### src/rtl/pbkdf2_req_loader_if.sv
// Request-loader bus: byte stream in, PBKDF2 request words out.
// Signal names keep the loader's point of view (_i into the loader, _o out of it).
interface pbkdf2_req_loader_if;
  logic [7:0]   data_i;
  logic         v_i;
  logic         r_o;
  logic [31:0]  iters_o;
  logic [511:0] pass_o;
  logic [511:0] salt_o;
  logic [5:0]   salt_len_o;
  logic         v_o;
  logic         r_i;
  logic         err_o;

  modport master (
    output data_i, v_i, r_i,
    input  r_o, iters_o, pass_o, salt_o, salt_len_o, v_o, err_o
  );

  modport slave (
    input  data_i, v_i, r_i,
    output r_o, iters_o, pass_o, salt_o, salt_len_o, v_o, err_o
  );
endinterface

### src/rtl/pbkdf2_req_loader.sv
// Parses a framed byte stream (iters, pass_len, salt_len, password, salt)
// into the parallel request words consumed by the PBKDF2 core.
module pbkdf2_req_loader (
  input  logic                 clk_i,
  input  logic                 rst_i,
  pbkdf2_req_loader_if.slave   bus
);

  typedef enum logic [2:0] {StHdr, StPass, StSalt, StOut, StErr} state_e;

  state_e       state_q, state_d;
  logic [2:0]   hdr_cnt_q, hdr_cnt_d;
  logic [6:0]   idx_q, idx_d;
  logic [7:0]   pass_len_q, pass_len_d;
  logic [31:0]  iters_q, iters_d;
  logic [511:0] pass_q, pass_d;
  logic [511:0] salt_q, salt_d;
  logic [5:0]   salt_len_q, salt_len_d;

  logic ready;
  logic accept;
  logic hdr_ok;
  logic last_pass;
  logic last_salt;

  assign accept    = bus.v_i & ready;
  // Evaluated on header byte 5, so data_i is the incoming salt_len.
  assign hdr_ok    = (pass_len_q != 8'd0) && (pass_len_q <= 8'd64) &&
                     (bus.data_i <= 8'd63) && (iters_q != 32'd0);
  assign last_pass = ({1'b0, idx_q} == (pass_len_q - 8'd1));
  assign last_salt = (idx_q[5:0] == (salt_len_q - 6'd1));

  // State register
  always_ff @(posedge clk_i) begin
    if (rst_i) begin
      state_q <= StHdr;
    end else begin
      state_q <= state_d;
    end
  end

  // Next-state logic
  always_comb begin
    state_d = state_q;
    unique case (state_q)
      StHdr: begin
        if (accept && (hdr_cnt_q == 3'd5)) begin
          state_d = hdr_ok ? StPass : StErr;
        end
      end
      StPass: begin
        if (accept && last_pass) begin
          state_d = (salt_len_q != 6'd0) ? StSalt : StOut;
        end
      end
      StSalt: begin
        if (accept && last_salt) begin
          state_d = StOut;
        end
      end
      StOut: begin
        if (bus.r_i) begin
          state_d = StHdr;
        end
      end
      StErr:   state_d = StHdr;
      default: state_d = StHdr;
    endcase
  end

  // Outputs decoded from state only
  always_comb begin
    ready     = (state_q == StHdr) || (state_q == StPass) || (state_q == StSalt);
    bus.r_o   = ready;
    bus.v_o   = (state_q == StOut);
    bus.err_o = (state_q == StErr);
  end

  // Datapath next-state
  always_comb begin
    hdr_cnt_d  = hdr_cnt_q;
    idx_d      = idx_q;
    pass_len_d = pass_len_q;
    iters_d    = iters_q;
    pass_d     = pass_q;
    salt_d     = salt_q;
    salt_len_d = salt_len_q;
    if (accept) begin
      unique case (state_q)
        StHdr: begin
          hdr_cnt_d = (hdr_cnt_q == 3'd5) ? 3'd0 : hdr_cnt_q + 3'd1;
          unique case (hdr_cnt_q)
            3'd0: begin
              pass_d     = '0;
              salt_d     = '0;
              salt_len_d = '0;
              iters_d    = {24'd0, bus.data_i};
            end
            3'd1, 3'd2, 3'd3: iters_d = {iters_q[23:0], bus.data_i};
            3'd4: pass_len_d = bus.data_i;
            3'd5: begin
              salt_len_d = bus.data_i[5:0];
              idx_d      = 7'd0;
            end
            default: ;
          endcase
        end
        StPass: begin
          // {~k, 3'b111} == 511 - 8k for a 6-bit byte index k.
          pass_d[{~idx_q[5:0], 3'b111} -: 8] = bus.data_i;
          idx_d = last_pass ? 7'd0 : idx_q + 7'd1;
        end
        StSalt: begin
          salt_d[{~idx_q[5:0], 3'b111} -: 8] = bus.data_i;
          idx_d = last_salt ? 7'd0 : idx_q + 7'd1;
        end
        default: ;
      endcase
    end
  end

  always_ff @(posedge clk_i) begin
    if (rst_i) begin
      hdr_cnt_q  <= '0;
      idx_q      <= '0;
      pass_len_q <= '0;
      iters_q    <= '0;
      pass_q     <= '0;
      salt_q     <= '0;
      salt_len_q <= '0;
    end else begin
      hdr_cnt_q  <= hdr_cnt_d;
      idx_q      <= idx_d;
      pass_len_q <= pass_len_d;
      iters_q    <= iters_d;
      pass_q     <= pass_d;
      salt_q     <= salt_d;
      salt_len_q <= salt_len_d;
    end
  end

  assign bus.iters_o    = iters_q;
  assign bus.pass_o     = pass_q;
  assign bus.salt_o     = salt_q;
  assign bus.salt_len_o = salt_len_q;

endmodule

### src/flat_wrapper.sv
// flat-port wrapper written by rule: the top's interface ports become plain ports
module pbkdf2_req_loader_flat 
  (clk_i, rst_i, bus_data_i, bus_v_i, bus_r_i, bus_r_o, bus_iters_o, bus_pass_o, bus_salt_o, bus_salt_len_o, bus_v_o, bus_err_o);
  pbkdf2_req_loader_if bus_i ();
  input  logic clk_i;
  input  logic rst_i;
  input wire logic [$bits(bus_i.data_i)-1:0] bus_data_i;
  input wire logic [$bits(bus_i.v_i)-1:0] bus_v_i;
  input wire logic [$bits(bus_i.r_i)-1:0] bus_r_i;
  output wire logic [$bits(bus_i.r_o)-1:0] bus_r_o;
  output wire logic [$bits(bus_i.iters_o)-1:0] bus_iters_o;
  output wire logic [$bits(bus_i.pass_o)-1:0] bus_pass_o;
  output wire logic [$bits(bus_i.salt_o)-1:0] bus_salt_o;
  output wire logic [$bits(bus_i.salt_len_o)-1:0] bus_salt_len_o;
  output wire logic [$bits(bus_i.v_o)-1:0] bus_v_o;
  output wire logic [$bits(bus_i.err_o)-1:0] bus_err_o;
  assign bus_i.data_i = bus_data_i;
  assign bus_i.v_i = bus_v_i;
  assign bus_i.r_i = bus_r_i;
  assign bus_r_o = bus_i.r_o;
  assign bus_iters_o = bus_i.iters_o;
  assign bus_pass_o = bus_i.pass_o;
  assign bus_salt_o = bus_i.salt_o;
  assign bus_salt_len_o = bus_i.salt_len_o;
  assign bus_v_o = bus_i.v_o;
  assign bus_err_o = bus_i.err_o;
  pbkdf2_req_loader u_core (.clk_i(clk_i), .rst_i(rst_i), .bus(bus_i));
endmodule
### config.mk
export PLATFORM = sky130hd
export DESIGN_NAME = pbkdf2_req_loader_flat
export DESIGN_NICKNAME = d
export VERILOG_FILES = /design/src/rtl/pbkdf2_req_loader_if.sv /design/src/rtl/pbkdf2_req_loader.sv /design/src/flat_wrapper.sv
export SDC_FILE = /design/constraint.sdc
export NUM_CORES = 2
export LEC_CHECK = 0
export CAP_MARGIN = 30
export CORE_AREA = 2 2 420 422
export CTS_CLUSTER_DIAMETER = 30
export DETAILED_ROUTE_END_ITERATION = 10
export DIE_AREA = 0 0 422 424
export MAX_ROUTING_LAYER = met4
export PLACE_DENSITY = 0.51
export REMOVE_ABC_BUFFERS = 1
export SLEW_MARGIN = 20
export SYNTH_ARGS = -nofsm -noshare
export SYNTH_HDL_FRONTEND = slang
export SYNTH_SLANG_ARGS = --single-unit
### constraint.sdc
create_clock -name clk_i -period 2.55 [get_ports clk_i]
set_input_delay 0.3825 -clock clk_i [delete_from_list [all_inputs] [get_ports clk_i]]
set_output_delay 0.3825 -clock clk_i [all_outputs]
set_load 0.03 [all_outputs]
==> results.md <==
* FP Rows at 154
* Final Hold Fails at 0
* DP Wirelength at 163 mm
* Final core occ at 36.8%
* R2R cell count at 6
* RR Endpoint: u_core.bus.pass_o[399]$_SDFFE_PP0P_
* Worst EP arrival at 2.10 ns
* Leading cell types in the layout, fill and taps excluded: nor2_1, dfxtp_1, a22oi_1
* Vias at 40900
* Worst clock skew at 0.0360 ns
* Reg2reg start: u_core.state_q[0]$_SDFFE_PP0P_
* Commonest non-fill, non-tap cell in the layout: nor2_1
* Placed Instance Area at 54300 µm²
* Worst Setup End Kind: primary output
* Worst-Skew Late Latency at 0.92 ns
* Clock transition at path regs at 0.04 ns
* Setup Crit Path Kind: reg2out
* Final worst slack at 0.0650 ns
* Reg-to-reg setup timing slack at 0.09 ns
* P_leak at 23.4 nW
* WL/cell at 27.3 µm
* Hold Path Depth at 4
* Flops & latches, synth at 1083
* Grt ovf at 0
* FILL cells at 17700
* Pre-CTS WS at -0.126 ns
* Buf+Inv Stages, Crit Path at 1
* Cells after DPL at 7659
* Ports at 1077
* Slew headroom at 29.3%
* Maximum VDD drop at 0.687 mV
* Die span in x at 422 µm
* Worst-Margin Slew at 1.05 ns
* YS warnings at 0
* Via density at 5.00
* Tmin final at 2.49 ns
* Initial core utilization at 22.2%
* Period utilisation layout at 97.5%
* Slowest Stage Delay on Critical Path at 0.74 ns
* GP Congestion at 0.942
* WL final at 224 mm
* Area grow syn2layout at 65.3%
* IO Port Bufs at 1076
* PwrDens at 890 nW/µm²
* Share of cells above drive strength 1 at 14.8%
* Root Buffer: clkbuf_16
* Die area at 179000 µm²
* Max Fanout on Critical Path at 2
* First-pass GRT wire length at 305 mm
* Non-Filler Instances at 8183
* Pins Over Slew Limit at 0
* CTS Buf Count at 297
* RSZ-0062 raised after global routing: true
* Worst Hold Path EP: u_core.bus.iters_o[4]$_SDFFE_PP0P_
* Number of remaining DRC errors at 0
* Register area share after synthesis at 55.7%
* Fin area at 64300 µm²
* Max Clock Freq at 402 MHz
* Post-synth cell types at 54
* Synthesized instance count at 4287
* Max Buffers Root-to-Sink at 4
* Area of the multi-input gates at 16000 µm²
* Asr flop ratio synth at 0%
* Post-route ant nets at 0
* DR iter-0 viols at 4252
* Hold Crit Start: bus_data_i[4]
* Startpoint Class: flip-flop
* Sequential Area at 21700 µm²
* Initial antenna violation count at 17
* Largest net degree at the start of global routing at 103
* Gr usage total at 24.5%
* Die Y-Extent at 424 µm
* Outcome: complete, no violations
* CP Cell Sequence: clkdlybuf4s50_1
* Max-cap violation count at 0
* Worst min-delay path category: in2reg
* Core ar. at 175000 µm²
* TritonCTS clock tree: yes
* Syn Area/Cell at 9.08 µm²
* Pwr Total at 0.0573 W
* Clock sink count at 1083
* Post-synth top flop: dfxtp_1
* Vias in the first global route at 38500
* Initial DRT Pass Iterations at 6
* Post-synth EDFFs at 0
* Count of final setup violators at 0
* CP top delay family: buffers and inverters
* Mapped cell area at 38900 µm²
* Critical Path RT at 2.17 ns
* H-tree depth at 5
* Critical path's slowest cell: clkdlybuf4s50_1
* Fin nets at 5647
-- registers in the layout (all words and copies together), names as in the netlist --
register and flops:
u_core.bus.salt_o 512, u_core.bus.iters_o 32, u_core.bus.pass_o 512, u_core.pass_len_q 8, u_core.idx_q 7, u_core.hdr_cnt_q 3, u_core.state_q 3, u_core.bus.salt_len_o 6
-- Yosys cell counts (12+ instances only) --
cell / count / area share (%)
clkbuf_1: 219 / 2.1
mux2i_1: 18 / 0.46
nand3_1: 41 / 0.53
nand2_1: 49 / 0.47
nor3_1: 36 / 0.46
buf_1: 136 / 1.3
inv_1: 12 / 0.12
nor2_1: 1254 / 12
nor3_2: 14 / 0.36
dfxtp_1: 1083 / 56
and3_1: 96 / 1.5
a22oi_1: 1054 / 20
o21ai_1: 130 / 1.7
xor2_1: 12 / 0.27
and2_1: 34 / 0.55
-- where the power goes --
group | switching (W) | total (W) | internal [W]
clock | 0.0109 | 0.0369 | 0.0260
combinational | 0.00250 | 0.00327 | 0.000770
sequential | 0.0000486 | 0.0171 | 0.0170
total | 0.0135 | 0.0573 | 0.0438
-- how the worst max path moves through the flow --
stage,to,from,cells after the start,slack (ns)
after floorplan,u_core.bus.pass_o[0]$_SDFFE_PP0P_,u_core.hdr_cnt_q[0]$_SDFFE_PP0P_,6,-1.90
after global placement,u_core.bus.salt_o[5]$_SDFFE_PP0P_,bus_v_i,7,-0.05
after detailed placement,u_core.bus.salt_o[4]$_SDFFE_PP0P_,bus_v_i,7,-0.13
after CTS,bus_pass_o[309],u_core.bus.pass_o[309]$_SDFFE_PP0P_,1,0.0008
after global routing,u_core.bus.pass_o[346]$_SDFFE_PP0P_,u_core.state_q[0]$_SDFFE_PP0P_,6,-0.003
final,bus_pass_o[417],u_core.bus.pass_o[417]$_SDFFE_PP0P_,1,0.06
-- layout make-up --
| cell class | instances | area share [%] |
|---|---|---|
| Antenna cell | 12 | 0.0467 |
| Clock buffer | 396 | 13.1 |
| Clock inverter | 108 | 2.22 |
| Inverter | 13 | 0.0817 |
| Multi-Input combinational cell | 2834 | 24.9 |
| Sequential cell | 1083 | 33.7 |
| Tap cell | 2340 | 4.55 |
| Timing Repair Buffer | 1397 | 21.3 |
-- layer usage --
| layer | share of wire [%] | GRT usage, % |
|---|---|---|
| met1 | 40 | 28.9 |
| met4 | 6.2 | 14.4 |
| met5 | 0 | - |
| met2 | 46 | 37.7 |
| met3 | 7.5 | 6.03 |
-- logic make-up after synthesis --
group	after synthesis	share of synthesized area [%]
flip-flops	1083	55.7
AO/OA/AOI/OAI	1223	22.8
multiplexers	18	0.463
buffers and inverters	370	3.58
XOR/XNOR	18	0.405
AND/OR/NAND/NOR	1566	16.8
adder cells (fa/ha/maj)	9	0.289
-- per-stage QoR --
stage	hold WS (ns)	setup TNS (ns)
6_report	0.0926	0
5_1_grt	0.0680	-0.00412
4_1_cts	0.0177	0
3_5_place_dp	0.481	-2.09
3_3_place_gp	0.478	-0.597
2_1_floorplan	0.449	-1109.94
-- repair_timing --
item                                    CTS  global route
gates resized for setup                  53            27
pin swaps                                 0             3
gates cloned                              0             0
hold endpoints to repair                 13             0
hold buffers                              4             0
endpoints found under the setup margin   56           157
setup buffers                             0             2
No activity file was read; power rests on OpenSTA's default activity.
